`src/rtl/edge_detector_stream_if.sv`:
```
// rtl/edge_detector_stream_if.sv - pixel column in / squared-delta edge result out bundle
interface edge_detector_stream_if #(
    parameter int CHANNELS = 8,
    parameter int PIXEL_W  = 8,
    parameter int SQ_W     = 2 * PIXEL_W
);
    logic                         in_valid;
    logic [CHANNELS*PIXEL_W-1:0]  in_pixels;
    logic                         out_valid;
    logic [CHANNELS*SQ_W-1:0]     dist_sq;
    logic [CHANNELS-1:0]          edge_flags;
    logic                         primed;

    // master is the pixel source / result consumer side, slave is the detector
    modport master (
        output in_valid,
        output in_pixels,
        input  out_valid,
        input  dist_sq,
        input  edge_flags,
        input  primed
    );

    modport slave (
        input  in_valid,
        input  in_pixels,
        output out_valid,
        output dist_sq,
        output edge_flags,
        output primed
    );
endinterface

```
`src/rtl/edge_detector_stream.sv`:
```
// rtl/edge_detector_stream.sv - per-channel boxcar average, lagged delta, squared, thresholded
module edge_detector_stream #(
    parameter int CHANNELS = 8,
    parameter int PIXEL_W  = 8,
    parameter int AVG_LOG2 = 2,
    parameter int LAG      = 4,
    parameter int SQ_W     = 2 * PIXEL_W
) (
    input  logic                 clock,
    input  logic                 resetN,
    input  logic                 flush,
    input  logic [SQ_W-1:0]      threshold,
    edge_detector_stream_if.slave bus
);

    localparam int WIN     = 1 << AVG_LOG2;
    localparam int SUM_W   = PIXEL_W + AVG_LOG2;
    localparam int PRIME_N = WIN + LAG;
    localparam int CNT_W   = $clog2(PRIME_N + 1);

    // S1 state: averaging window, running sums, prime counter
    logic [PIXEL_W-1:0]        win_q    [CHANNELS][WIN];
    logic [SUM_W-1:0]          sum_q    [CHANNELS];
    logic [PIXEL_W-1:0]        avg_q    [CHANNELS];
    logic [CNT_W-1:0]          cnt_q;
    logic                      s1_valid;
    logic                      s1_primed;

    // S2 state: lag line of averages and the signed delta
    logic [PIXEL_W-1:0]        lag_q    [CHANNELS][LAG];
    logic signed [PIXEL_W:0]   delta_q  [CHANNELS];
    logic                      s2_valid;
    logic                      s2_primed;

    // S3 state: squared distance
    logic [SQ_W-1:0]           dist_q   [CHANNELS];
    logic                      s3_valid;
    logic                      s3_primed;

    // S4 state: registered outputs
    logic                      out_valid_q;
    logic [CHANNELS*SQ_W-1:0]  out_dist_q;
    logic [CHANNELS-1:0]       out_flags_q;
    logic                      out_primed_q;

    logic [PIXEL_W-1:0]        pix       [CHANNELS];
    logic [SUM_W-1:0]          sum_next  [CHANNELS];
    logic signed [PIXEL_W:0]   delta_next[CHANNELS];
    logic [PIXEL_W:0]          delta_neg [CHANNELS];
    logic [PIXEL_W-1:0]        mag       [CHANNELS];
    logic [CHANNELS-1:0]       flags_next;

    always_comb begin
        for (int c = 0; c < CHANNELS; c++) begin
            pix[c]      = bus.in_pixels[c*PIXEL_W +: PIXEL_W];
            sum_next[c] = sum_q[c] + SUM_W'(pix[c]) - SUM_W'(win_q[c][WIN-1]);
        end
    end

    always_ff @(posedge clock or negedge resetN) begin
        if (!resetN) begin
            for (int c = 0; c < CHANNELS; c++) begin
                sum_q[c] <= '0;
                avg_q[c] <= '0;
                for (int i = 0; i < WIN; i++) win_q[c][i] <= '0;
            end
            cnt_q     <= '0;
            s1_valid  <= 1'b0;
            s1_primed <= 1'b0;
        end else if (flush) begin
            for (int c = 0; c < CHANNELS; c++) begin
                sum_q[c] <= '0;
                avg_q[c] <= '0;
                for (int i = 0; i < WIN; i++) win_q[c][i] <= '0;
            end
            cnt_q     <= '0;
            s1_valid  <= 1'b0;
            s1_primed <= 1'b0;
        end else begin
            s1_valid <= bus.in_valid;
            if (bus.in_valid) begin
                for (int c = 0; c < CHANNELS; c++) begin
                    sum_q[c]    <= sum_next[c];
                    avg_q[c]    <= sum_next[c][SUM_W-1:AVG_LOG2];
                    win_q[c][0] <= pix[c];
                    for (int i = 1; i < WIN; i++) win_q[c][i] <= win_q[c][i-1];
                end
                if (cnt_q != CNT_W'(PRIME_N)) cnt_q <= cnt_q + CNT_W'(1);
                // this sample is the PRIME_N-th accepted one or later
                s1_primed <= (cnt_q >= CNT_W'(PRIME_N - 1));
            end
        end
    end

    always_comb begin
        for (int c = 0; c < CHANNELS; c++) begin
            delta_next[c] = $signed({1'b0, avg_q[c]}) - $signed({1'b0, lag_q[c][LAG-1]});
        end
    end

    always_ff @(posedge clock or negedge resetN) begin
        if (!resetN) begin
            for (int c = 0; c < CHANNELS; c++) begin
                delta_q[c] <= '0;
                for (int i = 0; i < LAG; i++) lag_q[c][i] <= '0;
            end
            s2_valid  <= 1'b0;
            s2_primed <= 1'b0;
        end else if (flush) begin
            for (int c = 0; c < CHANNELS; c++) begin
                delta_q[c] <= '0;
                for (int i = 0; i < LAG; i++) lag_q[c][i] <= '0;
            end
            s2_valid  <= 1'b0;
            s2_primed <= 1'b0;
        end else begin
            s2_valid <= s1_valid;
            if (s1_valid) begin
                for (int c = 0; c < CHANNELS; c++) begin
                    delta_q[c]  <= delta_next[c];
                    lag_q[c][0] <= avg_q[c];
                    for (int i = 1; i < LAG; i++) lag_q[c][i] <= lag_q[c][i-1];
                end
                s2_primed <= s1_primed;
            end
        end
    end

    // |delta| never exceeds 2**PIXEL_W-1, so squaring the magnitude fits SQ_W exactly
    always_comb begin
        for (int c = 0; c < CHANNELS; c++) begin
            delta_neg[c] = -delta_q[c];
            mag[c]       = delta_q[c][PIXEL_W] ? delta_neg[c][PIXEL_W-1:0]
                                               : delta_q[c][PIXEL_W-1:0];
        end
    end

    always_ff @(posedge clock or negedge resetN) begin
        if (!resetN) begin
            for (int c = 0; c < CHANNELS; c++) dist_q[c] <= '0;
            s3_valid  <= 1'b0;
            s3_primed <= 1'b0;
        end else if (flush) begin
            for (int c = 0; c < CHANNELS; c++) dist_q[c] <= '0;
            s3_valid  <= 1'b0;
            s3_primed <= 1'b0;
        end else begin
            s3_valid <= s2_valid;
            if (s2_valid) begin
                for (int c = 0; c < CHANNELS; c++) begin
                    dist_q[c] <= SQ_W'(mag[c]) * SQ_W'(mag[c]);
                end
                s3_primed <= s2_primed;
            end
        end
    end

    always_comb begin
        flags_next = '0;
        for (int c = 0; c < CHANNELS; c++) begin
            flags_next[c] = s3_primed && (dist_q[c] > threshold);
        end
    end

    always_ff @(posedge clock or negedge resetN) begin
        if (!resetN) begin
            out_valid_q  <= 1'b0;
            out_dist_q   <= '0;
            out_flags_q  <= '0;
            out_primed_q <= 1'b0;
        end else if (flush) begin
            out_valid_q  <= 1'b0;
            out_dist_q   <= '0;
            out_flags_q  <= '0;
            out_primed_q <= 1'b0;
        end else begin
            out_valid_q <= s3_valid;
            if (s3_valid) begin
                for (int c = 0; c < CHANNELS; c++) begin
                    out_dist_q[c*SQ_W +: SQ_W] <= dist_q[c];
                end
                out_flags_q  <= flags_next;
                out_primed_q <= s3_primed;
            end
        end
    end

    assign bus.out_valid  = out_valid_q;
    assign bus.dist_sq    = out_dist_q;
    assign bus.edge_flags = out_flags_q;
    assign bus.primed     = out_primed_q;

endmodule

```
`src/flat_wrapper.sv`:
```
// flat-port wrapper written by rule: the top's interface ports become plain ports
module edge_detector_stream_flat 
#(
    parameter int CHANNELS = 8,
    parameter int PIXEL_W  = 8,
    parameter int AVG_LOG2 = 2,
    parameter int LAG      = 4,
    parameter int SQ_W     = 2 * PIXEL_W
)
  (clock, resetN, flush, threshold, bus_in_valid, bus_in_pixels, bus_out_valid, bus_dist_sq, bus_edge_flags, bus_primed);
  edge_detector_stream_if #(.CHANNELS(CHANNELS), .PIXEL_W(PIXEL_W), .SQ_W(SQ_W)) bus_i ();
  input  logic clock;
  input  logic resetN;
  input  logic flush;
  input  logic [SQ_W-1:0] threshold;
  input wire logic [$bits(bus_i.in_valid)-1:0] bus_in_valid;
  input wire logic [$bits(bus_i.in_pixels)-1:0] bus_in_pixels;
  output wire logic [$bits(bus_i.out_valid)-1:0] bus_out_valid;
  output wire logic [$bits(bus_i.dist_sq)-1:0] bus_dist_sq;
  output wire logic [$bits(bus_i.edge_flags)-1:0] bus_edge_flags;
  output wire logic [$bits(bus_i.primed)-1:0] bus_primed;
  assign bus_i.in_valid = bus_in_valid;
  assign bus_i.in_pixels = bus_in_pixels;
  assign bus_out_valid = bus_i.out_valid;
  assign bus_dist_sq = bus_i.dist_sq;
  assign bus_edge_flags = bus_i.edge_flags;
  assign bus_primed = bus_i.primed;
  edge_detector_stream #(.CHANNELS(CHANNELS), .PIXEL_W(PIXEL_W), .AVG_LOG2(AVG_LOG2), .LAG(LAG), .SQ_W(SQ_W)) u_core (.clock(clock), .resetN(resetN), .flush(flush), .threshold(threshold), .bus(bus_i));
endmodule
```
`config.mk`:
```
export PLATFORM = sky130hd
export DESIGN_NAME = edge_detector_stream_flat
export DESIGN_NICKNAME = d
export VERILOG_FILES = /design/src/rtl/edge_detector_stream_if.sv /design/src/rtl/edge_detector_stream.sv /design/src/flat_wrapper.sv
export SDC_FILE = /design/constraint.sdc
export NUM_CORES = 2
export LEC_CHECK = 0
export ABC_AREA = 1
export CORE_MARGIN = 8
export CORE_UTILIZATION = 63
export CTS_CLUSTER_DIAMETER = 150
export DETAILED_ROUTE_END_ITERATION = 8
export PLACE_DENSITY = 0.82
export SYNTH_ARGS = -nofsm -noshare
export SYNTH_HDL_FRONTEND = slang
export SYNTH_SLANG_ARGS = --single-unit
```
`constraint.sdc`:
```
create_clock -name clock -period 6.8 [get_ports clock]
set_input_delay 1.36 -clock clock [delete_from_list [all_inputs] [get_ports clock]]
set_output_delay 1.36 -clock clock [all_outputs]
set_load 0.05 [all_outputs]
```
Word level (Yosys, flattened, before mapping):

Index checks and enable logic that the tools add are counted.

* bitwise logic cells: 0
* reduce and logical (&&, ||, !) cells: 14
* multipliers: 8
* add/subtract/negate cells: 33
* multiplexer cells: 39
* equal/unequal tests: 1
* order comparisons: 9
* shift-type cells: 0
* divide/modulo/power cells: 0

Operators with widths (count)
* two-way mux 256 bit: 4
* two-way mux 128 bit: 4
* two-way mux 80 bit: 2
* two-way mux 72 bit: 2
* > comparator 16 bit: 8
* multiplier 8 x 8 -> 16 bit: 8
* two-way mux 64 bit: 2
* adder 10 x 8 -> 10 bit: 8
* two-way mux 8 bit: 10
* subtractor 10 x 8 -> 10 bit: 8
* subtractor 8 x 8 -> 9 bit: 8
* negator 8 bit: 8
* two-way mux 1 bit: 12
* two-way mux 4 bit: 3
* nonzero test 2 bit: 5
* logical AND 1 bit: 8
* adder 4 x 1 -> 4 bit (second input constant): 1
* greater-or-equal comparator 4 x 3 -> 1 bit (second input constant): 1
* != test 4 bit (second input constant): 1
* AND reduction 2 bit: 1

* latch bits: 0
* bits in read-only memories: 0
* memory bits (writable): 0
* input port bits: 84
* word-level logic and storage cells: 211
* memories kept: 0
* register bits: 1004

Logic depth before layout (Yosys ltp):

* depth in word-level cells: 5
* mapped depth: 30

Worst setup path after synthesis:

Ideal clock, no wire load.

* kind: flip-flop to flip-flop
* start: register u_core.delta_q[0] (netlist name)
* end: register u_core.dist_q[15] (netlist name)
* stages on the path, launching flop included: 30
* clock period less this slack: 4.843 ns
* buffers on the path: 1
* required time: 6.683 ns
* arrival: 4.726 ns
* slack: 1.957 ns
* cells stage by stage: dfrtp_1 inv_1 clkbuf_1 ha_1 inv_1 nor2_1 nand3_1 nand2_1 nand2_1 nand2_1 inv_1 nor2_1 inv_1 fa_1 inv_1 fa_1 inv_1 fa_1 fa_1 inv_1 ha_1 nand2_1 inv_1 nand2_1 nor2_1 nand2_1 nand3_1 nand3_1 nand3_1 nand2_1

* word-level cells in the longest chain between the ends: 5

Ends and longest elaborated chain
* from (decl): RTL line edge_detector_stream.sv:31 `logic signed [PIXEL_W:0] delta_q [CHANNELS];`
* from (signal, indexed assignment): RTL line edge_detector_stream.sv:120 `delta_q[c] <= delta_next[c];`
* negator 8 bit: RTL line edge_detector_stream.sv:132 `delta_neg[c] = -delta_q[c];`
* two-way mux 8 bit *: RTL line edge_detector_stream.sv:133 `mag[c] = delta_q[c][PIXEL_W] ? delta_neg[c][PIXEL_W-1:0]`
* multiplier 8 x 8 -> 16 bit *: RTL line edge_detector_stream.sv:151 `dist_q[c] <= SQ_W'(mag[c]) * SQ_W'(mag[c]);`
* two-way mux 128 bit *: RTL line edge_detector_stream.sv:149 `if (s2_valid) begin`
* two-way mux 128 bit *: RTL line edge_detector_stream.sv:143 `end else if (flush) begin`
* to (signal, indexed assignment): RTL line edge_detector_stream.sv:151
* to (decl): RTL line edge_detector_stream.sv:36 `logic [SQ_W-1:0] dist_q [CHANNELS];`

Every way passes the cells marked *; elsewhere a longest branch is shown, timed or not. The select of a mux whose other input is x is not followed.
A chain may end at the register's enable or synchronous reset.

Final worst setup path:

* start: register u_core.delta_q[18] (netlist name)
* end: register u_core.dist_q[44] (netlist name)

Same word-level chain as after synthesis.

==> impl_metrics.csv <==
group,metric,value,unit
outcome,result_of_the_run,"finished, final reports clean",
timing,worstMarginPinSlew,1110,ps
grt,grt_overflow_total,0,
placed_design,place_congestion,0.969,
setup_path,setup.worst_path.start,"u_core.delta_q[18]",
floorplan,die_w,324,um
placed_design,buffer_ports.inserted,221,
power_and_ir_drop,ir_drop,0.000243,V
timing,setup_violations,0,
yosys,post_synth_edffs,0,
clock_tree,cts_max_path_buffers,3,
drt,drt_first_iter_violations,4289,
placed_design,hpwlAfterDp,108,mm
yosys,dominant_register_cell_in_the_synthesized_netlist,"sky130_fd_sc_hd__dfrtp_1",
grt,gr-usage-all-layers,0.276,
floorplan,rows,113,
setup_path,cpMaxStageDelayCell,"sky130_fd_sc_hd__fa_1",
timing,clock_skew,27.6,ps
clock_tree,ctsRootBufferMaster,"sky130_fd_sc_hd__clkbuf_16",
timing,timing.fmax,184,MHz
timing,slew-limit-headroom,0.262,
timing,final.period_utilization,0.799,
setup_path,cp_max_fo,12,
power_and_ir_drop,static-leakage-power,34.0,nW
placed_design,place_worst_setup_slack,1460,ps
final_layout,finalInstanceArea,66200,um2
placed_design,place_inst,8472,
final_layout,antenna_cells,0,
timing,unrepaired_setup_endpoints_after_global_routing,"no",
yosys,synth_sequential_area_ratio,0.386,
yosys,yosysWarnings,0,
final_layout,layout.nets,8176,
clock_tree,insertion_delay,690,ps
timing,finalWorstSetupSlack,1370,ps
timing,final-hold-violation-count,0,
setup_path,worst-endpoint-arrival,6060,ps
clock_tree,post_cts.repair.setup_buffers,0,
drt,detail_route.first_pass.iterations,8,
timing,timing.hold.ws,483,ps
final_layout,fillerInstances,7398,
worst_hold_path,min-delay-start,"u_core.bus.dist_sq[119]",
clock_tree,tritoncts_num_sinks,925,
floorplan,die_footprint,105000,um2
yosys,synth.lib_cells_used.distinct,44,
floorplan,io_pins,222,
final_layout,stdcell_count,8650,
yosys,synth_top_cell_by_area,"sky130_fd_sc_hd__dfrtp_1",
drt,post-route-drc-count,0,
drt,detail-route-antenna-nets,0,
floorplan,die_height,324,um
final_layout,final_layout_size_suffix_gt1_frac,0.0363,
worst_hold_path,worstHoldPathType,"reg -> reg",
clock_tree,tritoncts,"built",
yosys,synthDominantCellAreaShare,0.386,
flow_run,maxCapViolCount,0,
timing,clock_period_minus_final_worst_setup_slack,5430,ps
clock_tree,hold_buffers,0,
setup_path,cpPeakStageDelay,530,ps
final_layout,final_util,0.700,
yosys,yosys-top-cells-area,"sky130_fd_sc_hd__dfrtp_1, sky130_fd_sc_hd__ha_1, sky130_fd_sc_hd__inv_1",
drt,vias_per_cell,5.55,
timing,setup_total_negative_slack,0,ps
power_and_ir_drop,power.total,16.6,mW
setup_path,critPathLaunchType,"flop",
final_layout,multiInputGateArea,29300,um2
timing,final_max_slew_viol_count,0,
clock_tree,clock_tree.htree_level_count,3,
grt,maximum_number_of_pins_on_one_net_before_global_route_repair,189,
floorplan,floorplan.core_area,94600,um2
setup_path,critical_path_required,7430,ps
final_layout,ff_latch_area,23100,um2
yosys,synth.avg_cell_area,8.37,um2
setup_path,cp_common_cell,"sky130_fd_sc_hd__inv_1",
drt,routed_wl,147,mm
yosys,share_of_flip_flops_with_an_asynchronous_set_or_reset,1.00,
clock_tree,path_clk_slew,60,ps
power_and_ir_drop,cellPowerDensity,250,nW/um2
grt,grt_pass1_vias,46900,
yosys,yosys_register_bits,925,
drt,detail_route.wl_per_cell,17.0,um
floorplan,floorplan.initialDensity,0.634,
final_layout,area_growth_syn_to_layout,10.5,%
clock_tree,post_cts.resized_instances,0,
placed_design,detailed_place.area,62800,um2
setup_path,cp-end-kind,"flop",
clock_tree,cts_buffers,97,
yosys,netlist_instances,7162,
grt,grt_first_pass_wirelength,241,mm
setup_path,worstReg2RegStart,"u_core.delta_q[18]",
setup_path,worst-setup-path-type,"reg -> reg",
grt,antenna_found_initial,0,
drt,route.vias.total,48000,
yosys,netlist_area,59900,um2
## state kept, by name, indices dropped and copies added (netlist names)
| name | flops |
|---|---|
| u_core.delta_q | 72 |
| u_core.s2_valid | 1 |
| u_core.bus.dist_sq | 121 |
| u_core.lag_q | 256 |
| u_core.avg_q | 64 |
| u_core.s3_primed | 1 |
| u_core.sum_q | 16 |
| u_core.s2_primed | 1 |
| u_core.s1_primed | 1 |
| u_core.bus.out_valid | 1 |
| u_core.bus.primed | 1 |
| u_core.dist_q | 120 |
| u_core.bus.edge_flags | 8 |
| u_core.cnt_q | 4 |
| u_core.s3_valid | 1 |
| u_core.win_q | 256 |
| u_core.s1_valid | 1 |
## where the power goes
part / leakage (nW) / internal [mW] / switching [mW]
clock: 1.71 / 3.41 / 2.31
sequential: 12.8 / 5.79 / 0.289
combinational: 19.5 / 1.64 / 3.15
total: 34.0 / 10.8 / 5.75
## cell usage in the layout, fill, tap and decap left out, types with 5 or more instances in the layout
cell type	n
sky130_fd_sc_hd__buf_4	27
sky130_fd_sc_hd__clkbuf_8	21
sky130_fd_sc_hd__a21o_1	14
sky130_fd_sc_hd__nor2_2	5
sky130_fd_sc_hd__fa_1	272
sky130_fd_sc_hd__a22o_1	33
sky130_fd_sc_hd__o21ai_1	25
sky130_fd_sc_hd__ha_1	514
sky130_fd_sc_hd__clkinv_2	20
sky130_fd_sc_hd__xor2_1	18
sky130_fd_sc_hd__or2_2	5
sky130_fd_sc_hd__clkdlybuf4s50_1	220
sky130_fd_sc_hd__nand2_2	15
sky130_fd_sc_hd__a21oi_1	244
sky130_fd_sc_hd__a41oi_1	7
sky130_fd_sc_hd__and2_1	9
sky130_fd_sc_hd__xnor2_1	38
sky130_fd_sc_hd__nand2_1	1294
sky130_fd_sc_hd__buf_12	5
sky130_fd_sc_hd__nor3_1	21
sky130_fd_sc_hd__conb_1	16
sky130_fd_sc_hd__o21bai_1	24
sky130_fd_sc_hd__nor2_1	443
sky130_fd_sc_hd__dfrtp_1	925
sky130_fd_sc_hd__bufinv_16	13
sky130_fd_sc_hd__inv_2	19
sky130_fd_sc_hd__o31ai_1	7
sky130_fd_sc_hd__clkbuf_16	99
sky130_fd_sc_hd__inv_1	1621
sky130_fd_sc_hd__nor2_4	6
sky130_fd_sc_hd__a31oi_1	17
sky130_fd_sc_hd__o21a_1	9
sky130_fd_sc_hd__a211oi_1	8
sky130_fd_sc_hd__nand4_1	50
sky130_fd_sc_hd__nand3_1	306
sky130_fd_sc_hd__o21ai_0	408
sky130_fd_sc_hd__xor2_4	7
sky130_fd_sc_hd__o22ai_1	555
sky130_fd_sc_hd__clkbuf_1	14
## logic make-up (layout without fill, tap and decap cells)
kind of cell	Yosys count	after routing	share of synthesized area
adder cells (fa/ha/maj)	786	786	0.198
AO/OA/AOI/OAI	1355	1355	0.130
other	2	16	0.000125
flip-flops	925	925	0.386
buffers and inverters	1867	2076	0.126
XOR/XNOR	65	65	0.0119
multiplexers	2	2	0.000334
AND/OR/NAND/NOR	2160	2160	0.147
## per-layer routing
layer	routed length [um]	part of all wire	track usage	vias to the layer above
met5	0	0	0	-
met4	5640	0.038	0.105	0
met3	11000	0.075	0.0505	297
met2	64600	0.44	0.423	1634
met1	66100	0.45	0.392	22900
li1	-	-	-	23100
## layout make-up
| type | count | area share |
|---|---|---|
| Sequential cell | 925 | 0.349 |
| Clock inverter | 44 | 0.00982 |
| Timing Repair Buffer | 253 | 0.0380 |
| Inverter | 1645 | 0.0937 |
| Tap cell | 1265 | 0.0239 |
| Multi-Input combinational cell | 4384 | 0.443 |
| Clock buffer | 134 | 0.0426 |
## worst max-delay path, delay by kind of cell, from the launching register on
family	cells	cell delay (ps)
DFF	1	360
and+or+nand+nor	12	1340
adders and majority gates	6	2600
AOI/OAI and AO/OA	1	290
buffers and inverters	7	790
## worst paths after layout
| check | slack, ps | end | depth (start not counted) |
|---|---|---|---|
| hold / removal | 480 | u_core.bus.dist_sq[119] | 2 |
| max in group asynchronous | 4610 | u_core.win_q[5] | 2 |
| setup / recovery | 1370 | u_core.dist_q[44] | 26 |
| setup reg to reg | 1370 | u_core.dist_q[44] | 26 |
| min in group asynchronous | 700 | u_core.bus.dist_sq[21] | 1 |
| hold reg to reg | 480 | u_core.bus.dist_sq[119] | 2 |
## synthesized netlist by cell type (35+ instances only)
cell type and instances:
sky130_fd_sc_hd__nor2_1 443, sky130_fd_sc_hd__inv_1 1621, sky130_fd_sc_hd__o22ai_1 555, sky130_fd_sc_hd__ha_1 514, sky130_fd_sc_hd__nand4_1 50, sky130_fd_sc_hd__nand2_1 1294, sky130_fd_sc_hd__a21oi_1 244, sky130_fd_sc_hd__o21ai_0 408
sky130_fd_sc_hd__buf_6 35, sky130_fd_sc_hd__nand3_1 306, sky130_fd_sc_hd__dfrtp_1 925, sky130_fd_sc_hd__buf_2 136, sky130_fd_sc_hd__fa_1 272, sky130_fd_sc_hd__xnor2_1 38
(Power assumes the default switching activity.)
